`src/rtl/apb_arbiter_pkg.sv`:
```
// apb_arbiter_pkg: shared constants for the APB requester arbiter.
//   - FSM state encoding (IDLE/BUSY/DONE)
//   - address-region decode constants (region field, GPIO/UART codes)
//   - default watchdog limit
//   - region_sel(): region code -> one-hot slave select (0 = decode error)
package apb_arbiter_pkg;

  localparam logic [1:0] ST_IDLE = 2'd0;
  localparam logic [1:0] ST_BUSY = 2'd1;
  localparam logic [1:0] ST_DONE = 2'd2;

  localparam int         REGION_HI   = 31;
  localparam int         REGION_LO   = 28;
  localparam logic [3:0] REGION_GPIO = 4'h0;
  localparam logic [3:0] REGION_UART = 4'h1;

  localparam int DEF_TIMEOUT = 16;

  function automatic logic [1:0] region_sel(input logic [3:0] region);
    case (region)
      REGION_GPIO: region_sel = 2'b01;
      REGION_UART: region_sel = 2'b10;
      default:     region_sel = 2'b00;
    endcase
  endfunction

endpackage

```
`src/rtl/apb_arbiter_rr_pick.sv`:
```
// rr_pick: combinational round-robin picker.
//   valid : per-requester request vector
//   ptr   : highest-priority requester index this round
//   grant : one-hot winner (all zero when nothing is valid)
module rr_pick #(
  parameter int N  = 2,
  parameter int PW = 1
) (
  input  logic [N-1:0]  valid,
  input  logic [PW-1:0] ptr,
  output logic [N-1:0]  grant
);

  logic          found;
  logic [PW-1:0] idx;

  // Scan from ptr upward with wrap; first valid requester wins.
  always_comb begin
    grant = '0;
    found = 1'b0;
    idx   = '0;
    for (int i = 0; i < N; i++) begin
      idx = PW'((int'(ptr) + i) % N);
      if (!found && valid[idx]) begin
        grant[idx] = 1'b1;
        found      = 1'b1;
      end
    end
  end

endmodule

```
`src/rtl/apb_arbiter.sv`:
```
// apb_arbiter: round-robin arbiter in front of a single APB master.
//   PCLK/PRESETn        : clock, synchronous active-low reset
//   REQ_*               : packed per-requester command in, grant/done/resp out
//   Transfer, *_in      : command to the APB master (registered, held in BUSY)
//   PENABLE/PREADY/
//   PSLVERR/PRDATA      : bus monitor used for completion and watchdog
module apb_arbiter
  import apb_arbiter_pkg::*;
#(
  parameter int DATA_WIDTH   = 32,
  parameter int ADDR_WIDTH   = 32,
  parameter int STROBE_WIDTH = 4,
  parameter int SLAVES_NUM   = 2,
  parameter int REQ_NUM      = 2,
  parameter int TIMEOUT      = DEF_TIMEOUT
) (
  input  logic                             PCLK,
  input  logic                             PRESETn,
  input  logic [REQ_NUM-1:0]               REQ_VALID,
  input  logic [REQ_NUM*ADDR_WIDTH-1:0]    REQ_ADDR,
  input  logic [REQ_NUM*DATA_WIDTH-1:0]    REQ_WDATA,
  input  logic [REQ_NUM-1:0]               REQ_WRITE,
  input  logic [REQ_NUM*STROBE_WIDTH-1:0]  REQ_STRB,
  input  logic [REQ_NUM*3-1:0]             REQ_PROT,
  output logic [REQ_NUM-1:0]               REQ_GNT,
  output logic [REQ_NUM-1:0]               REQ_DONE,
  output logic [DATA_WIDTH-1:0]            REQ_RDATA,
  output logic                             REQ_ERR,
  output logic                             Transfer,
  output logic [ADDR_WIDTH-1:0]            ADDR_in,
  output logic [DATA_WIDTH-1:0]            DATA_in,
  output logic                             WRITE_in,
  output logic [STROBE_WIDTH-1:0]          STROB_in,
  output logic [2:0]                       PROT_in,
  output logic [SLAVES_NUM-1:0]            SEL_in,
  input  logic                             PENABLE,
  input  logic                             PREADY,
  input  logic                             PSLVERR,
  input  logic [DATA_WIDTH-1:0]            PRDATA
);

  localparam int PW = (REQ_NUM > 1) ? $clog2(REQ_NUM) : 1;
  localparam int CW = $clog2(TIMEOUT + 1);

  logic [1:0]            state;
  logic [PW-1:0]         ptr, owner, win_idx;
  logic [REQ_NUM-1:0]    win;
  logic [CW-1:0]         wdog;
  logic [DATA_WIDTH-1:0] cap_data;
  logic                  cap_err;
  logic                  handshake, wait_cyc, wd_fire;
  logic [SLAVES_NUM-1:0] win_sel;

  // Unpacked per-requester views of the packed command buses.
  logic [ADDR_WIDTH-1:0]   addr_v [REQ_NUM];
  logic [DATA_WIDTH-1:0]   wdata_v[REQ_NUM];
  logic [STROBE_WIDTH-1:0] strb_v [REQ_NUM];
  logic [2:0]              prot_v [REQ_NUM];

  for (genvar g = 0; g < REQ_NUM; g++) begin : g_req
    assign addr_v[g]  = REQ_ADDR [g*ADDR_WIDTH   +: ADDR_WIDTH];
    assign wdata_v[g] = REQ_WDATA[g*DATA_WIDTH   +: DATA_WIDTH];
    assign strb_v[g]  = REQ_STRB [g*STROBE_WIDTH +: STROBE_WIDTH];
    assign prot_v[g]  = REQ_PROT [g*3            +: 3];
  end

  rr_pick #(.N(REQ_NUM), .PW(PW)) u_pick (
    .valid(REQ_VALID),
    .ptr  (ptr),
    .grant(win)
  );

  always_comb begin
    win_idx = '0;
    for (int i = 0; i < REQ_NUM; i++)
      if (win[i]) win_idx = PW'(i);
  end

  assign win_sel   = SLAVES_NUM'(region_sel(addr_v[win_idx][REGION_HI:REGION_LO]));
  assign handshake = PENABLE && PREADY;
  assign wait_cyc  = PENABLE && !PREADY;
  // Fires on the TIMEOUT-th stalled ACCESS cycle.
  assign wd_fire   = (state == ST_BUSY) && wait_cyc && (wdog == CW'(TIMEOUT - 1));
  // Dropping Transfer in the completing cycle sends the master back to IDLE
  // instead of starting a second transfer.
  assign Transfer  = (state == ST_BUSY) && !handshake && !wd_fire;

  always_ff @(posedge PCLK) begin
    if (!PRESETn) begin
      state     <= ST_IDLE;
      ptr       <= '0;
      owner     <= '0;
      wdog      <= '0;
      cap_data  <= '0;
      cap_err   <= 1'b0;
      REQ_GNT   <= '0;
      REQ_DONE  <= '0;
      REQ_RDATA <= '0;
      REQ_ERR   <= 1'b0;
      ADDR_in   <= '0;
      DATA_in   <= '0;
      WRITE_in  <= 1'b0;
      STROB_in  <= '0;
      PROT_in   <= '0;
      SEL_in    <= '0;
    end else begin
      REQ_GNT   <= '0;
      REQ_DONE  <= '0;
      REQ_RDATA <= '0;
      REQ_ERR   <= 1'b0;
      case (state)
        ST_IDLE: if (|REQ_VALID) begin
          owner   <= win_idx;
          REQ_GNT <= win;
          wdog    <= '0;
          if (win_sel == '0) begin
            // Unmapped region: answer with an error, never touch the bus.
            cap_data <= '0;
            cap_err  <= 1'b1;
            state    <= ST_DONE;
          end else begin
            ADDR_in  <= addr_v[win_idx];
            DATA_in  <= wdata_v[win_idx];
            WRITE_in <= REQ_WRITE[win_idx];
            STROB_in <= strb_v[win_idx];
            PROT_in  <= prot_v[win_idx];
            SEL_in   <= win_sel;
            state    <= ST_BUSY;
          end
        end
        ST_BUSY: begin
          if (handshake || wd_fire) begin
            cap_data <= (handshake && !WRITE_in) ? PRDATA : '0;
            cap_err  <= wd_fire ? 1'b1 : PSLVERR;
            ADDR_in  <= '0;
            DATA_in  <= '0;
            WRITE_in <= 1'b0;
            STROB_in <= '0;
            PROT_in  <= '0;
            SEL_in   <= '0;
            state    <= ST_DONE;
          end else if (wait_cyc) begin
            wdog <= wdog + 1'b1;
          end
        end
        ST_DONE: begin
          REQ_DONE  <= REQ_NUM'(1) << owner;
          REQ_RDATA <= cap_data;
          REQ_ERR   <= cap_err;
          ptr       <= (owner == PW'(REQ_NUM - 1)) ? '0 : owner + 1'b1;
          state     <= ST_IDLE;
        end
        default: state <= ST_IDLE;
      endcase
    end
  end

endmodule

```
`config.mk`:
```
export PLATFORM = sky130hd
export DESIGN_NAME = apb_arbiter
export DESIGN_NICKNAME = d
export VERILOG_FILES = /design/src/rtl/apb_arbiter_pkg.sv /design/src/rtl/apb_arbiter_rr_pick.sv /design/src/rtl/apb_arbiter.sv
export SDC_FILE = /design/constraint.sdc
export NUM_CORES = 1
export LEC_CHECK = 0
export CORE_MARGIN = 2
export CORE_UTILIZATION = 42
export CTS_CLUSTER_SIZE = 40
export DETAILED_ROUTE_END_ITERATION = 6
export GPL_TIMING_DRIVEN = 1
export PLACE_DENSITY = 0.8
export REMOVE_ABC_BUFFERS = 1
export SLEW_MARGIN = 30
export SYNTH_ARGS = -nofsm -noshare
export SYNTH_HDL_FRONTEND = slang
export SYNTH_SLANG_ARGS = --single-unit
```
`constraint.sdc`:
```
create_clock -name PCLK -period 2.8 [get_ports PCLK]
set_input_delay 0.42 -clock PCLK [delete_from_list [all_inputs] [get_ports PCLK]]
set_output_delay 0.42 -clock PCLK [all_outputs]
set_load 0.01 [all_outputs]
```
==> metrics.txt <==
initial drt markers=245; CP max stage cell=a211oi_2; Top FF cell, synth=dfxtp_1; gpl congestion=0.8247; RSZ-0062 raised after global routing=no; cells after synthesis=716; Die Y=129.7 µm; Synth Area in XOR/XNOR=0%; post-synthesis register bit count=153; fmax=421.2 MHz; # setup viols final=0; Synth async-reset ratio=0%; clk sinks=153; worst clock skew=0.007097 ns; Worst path max stage delay=0.49 ns; H-tree levels=4; leading area contributor after synthesis=dfxtp_1; total routed wirelength=19.65 mm; Vias/cell=5.153; post-synthesis sequential area ratio=46.15%; slew of the pin with the lowest slew margin=0.9367 ns; first-pass GRT wire length=29.67 mm; crit share post-route=84.78%; top cells by area, synth=dfxtp_1 46%, mux2i_1 10%, a21boi_0 7.8%, and3_1 7.0%, o21ai_0 5.5%; final setup TNS=0 ns; mux contribution to synthesized area=10.41%; crit-path cells=ha_1, and3_1, ha_1, o21ai_2, a211oi_2, o31ai_4, buf_4, buf_4, mux2i_1; TritonCTS clock tree=yes; Worst R2R End=DATA_in[12]; area fraction in compound gates after synthesis=20.89%; max-cap viol count=0; share of Yosys cell area claimed by the top area cell type=46.15%; WHS Path Cells=1; postcts setup bufs=0; CTS Buffer Depth=2; Worst Path Buf+Inv=2; top cells by count, synth=153 x dfxtp_1, 74 x and3_1, 73 x nand2_1, 73 x o21ai_0; Detail Placement HPWL=13.58 mm; largest net degree at the start of global routing=141; Top delay family on crit path=compound AO/OA/AOI/OAI gates; share of layout cells above drive strength 1=6.288%; worst-path fanout max=18; Initial Utilization=43.33%; DR DRC count=0; pins over their slew limit=0; PwrDens=553.2 nW/µm²; area share of fa/ha/maj cells after synthesis=0.3771%; pre-CTS setup slack=0.2617 ns; wire per inst=16.41 µm; io pins=295; Core Area=15310 µm²; 1st-pass router iterations=5; Synth Cell Area=6636 µm²; Num CTS Buffers=17; status=completed; row cnt=45; fin crit period=2.374 ns; Critical Path End Type=flip-flop; largest family of logic cells by synthesized area=compound AO/OA/AOI/OAI gates; dpl cells=1165; Design Power=5724 µW; initial antenna violation count=0; Crit Reg-Reg Startpoint=wdog[0]; fin worst setup slack=0.4260 ns; HP Class=flip-flop to flip-flop; Vias=6168; Die X=129.7 µm; Avg Inst Size Synth=9.269 µm²; Hold Buf Count CTS=0; vias in the first global route=5803; gr ovfl total=0; port bufs=294; Netlist cell types=43; Final Hold Viols=0; Ant. Diodes=0; static leakage=0.004320 µW; Final #Nets=1158; Post-synth EDFFs=0; CTS clk-pin slew, worst paths=0.06 ns; Crit Path Class=flip-flop to flip-flop; Worst setup SP type=flip-flop; Arr. time, crit path=2.67 ns; antenna-violating nets left=0; synth warn=0; min-delay src=cap_data[31]; hold-critical path endpoint=REQ_RDATA[31]; CTS Root Cell=clkbuf_16; reg-to-reg setup timing slack=0.43 ns; Area Growth Syn to Fin=55.90%; R2R depth=9; Non-Filler Instances=1197; GRT Util Overall=22.56%; worst-skew pair later-pin latency=0.42 ns; Synth Area in Simple Gates=17.35%; Max-slew headroom=37.55%; count leader, synth=dfxtp_1; DIE AREA=16820 µm²; Peak VDD IR=0.3960 mV; Worst EP required=3.10 ns
## sequential cells by signal, indices dropped and copies added (netlist names)
name / cells
STROB_in: 4
REQ_DONE: 2
cap_data: 32
SEL_in: 2
REQ_GNT: 2
PROT_in: 3
REQ_RDATA: 32
wdog: 5
owner: 1
WRITE_in: 1
DATA_in: 32
ptr: 1
ADDR_in: 32
state: 2
cap_err: 1
REQ_ERR: 1
## layout by cell type, fill, tap and decap left out, types with 2 or more instances in the layout
cell,netlist,final
buf_12,0,4
a32o_1,32,32
clkbuf_16,0,17
or3_1,2,2
dfxtp_1,153,153
nand2_1,73,73
a2111oi_0,2,2
and3_1,74,74
mux2i_1,69,69
and2_1,33,33
nor4_1,2,2
nor3_1,8,8
bufinv_16,0,2
o31ai_4,0,2
inv_1,7,7
clkinvlp_4,0,4
nor2_1,11,11
a22oi_1,2,2
inv_6,0,4
or2_2,2,2
ha_1,2,2
o21ai_0,73,72
a21boi_0,69,69
clkdlybuf4s50_1,0,291
a21oi_1,7,7
nand3_1,5,5
inv_8,0,2
buf_4,7,11
## through the flow
stage	util [%]	instance area (µm²)	hold WS, ns
after floorplan	-	6342	0.4238
after global placement	63.55	9732	0.4338
after detailed placement	63.55	9732	0.4415
after CTS	67.52	10340	0.4582
after global routing	67.56	10350	0.4713
final	67.56	10350	0.4540
## routing by layer
metal | track usage [%] | wire length [µm]
met1 | 26.03 | 8019
met2 | 37.73 | 9340
met3 | 8.938 | 1811
met4 | 8.729 | 476
met5 | 0 | 0
## logic make-up after synthesis
group | Yosys count
AO/OA/AOI/OAI | 198
buffers and inverters | 76
flip-flops | 153
multiplexers | 69
AND/OR/NAND/NOR | 218
adder cells (fa/ha/maj) | 2
## worst max path at each step
| stage | depth (start not counted) | from | slack [ns] | endpoint |
|---|---|---|---|---|
| floorplan | 4 | ptr | -7.93 | ADDR_in[0] |
| global placement | 6 | wdog[0] | 0.30 | Transfer |
| detailed placement | 6 | wdog[0] | 0.26 | Transfer |
| CTS | 6 | wdog[0] | 0.01 | Transfer |
| global route | 9 | wdog[0] | 0.24 | DATA_in[12] |
| finish | 9 | wdog[0] | 0.43 | DATA_in[12] |
## timing repair
item | CTS | global route
gates cloned | 0 | 0
setup endpoints to repair | 1 | 1
endpoints found under the hold margin | 0 | 0
resized for setup | 3 | 2
## power breakdown
group | leakage (µW) | internal, µW | total [µW] | switching (µW)
sequential | 0.00124 | 2280 | 2330 | 54.0
combinational | 0.00280 | 595 | 1080 | 481
clock | 0.000284 | 1360 | 2310 | 956
## layout make-up
class	instances	area, µm²
inverter	7	26.28
sequential	153	3063
clock buffer	18	439.2
multi-input combinational	487	3304
tap	211	264.0
timing repair buffer	307	3088
fill	1270	4969
clock inverter	14	161.4
(Power assumes the default switching activity.)
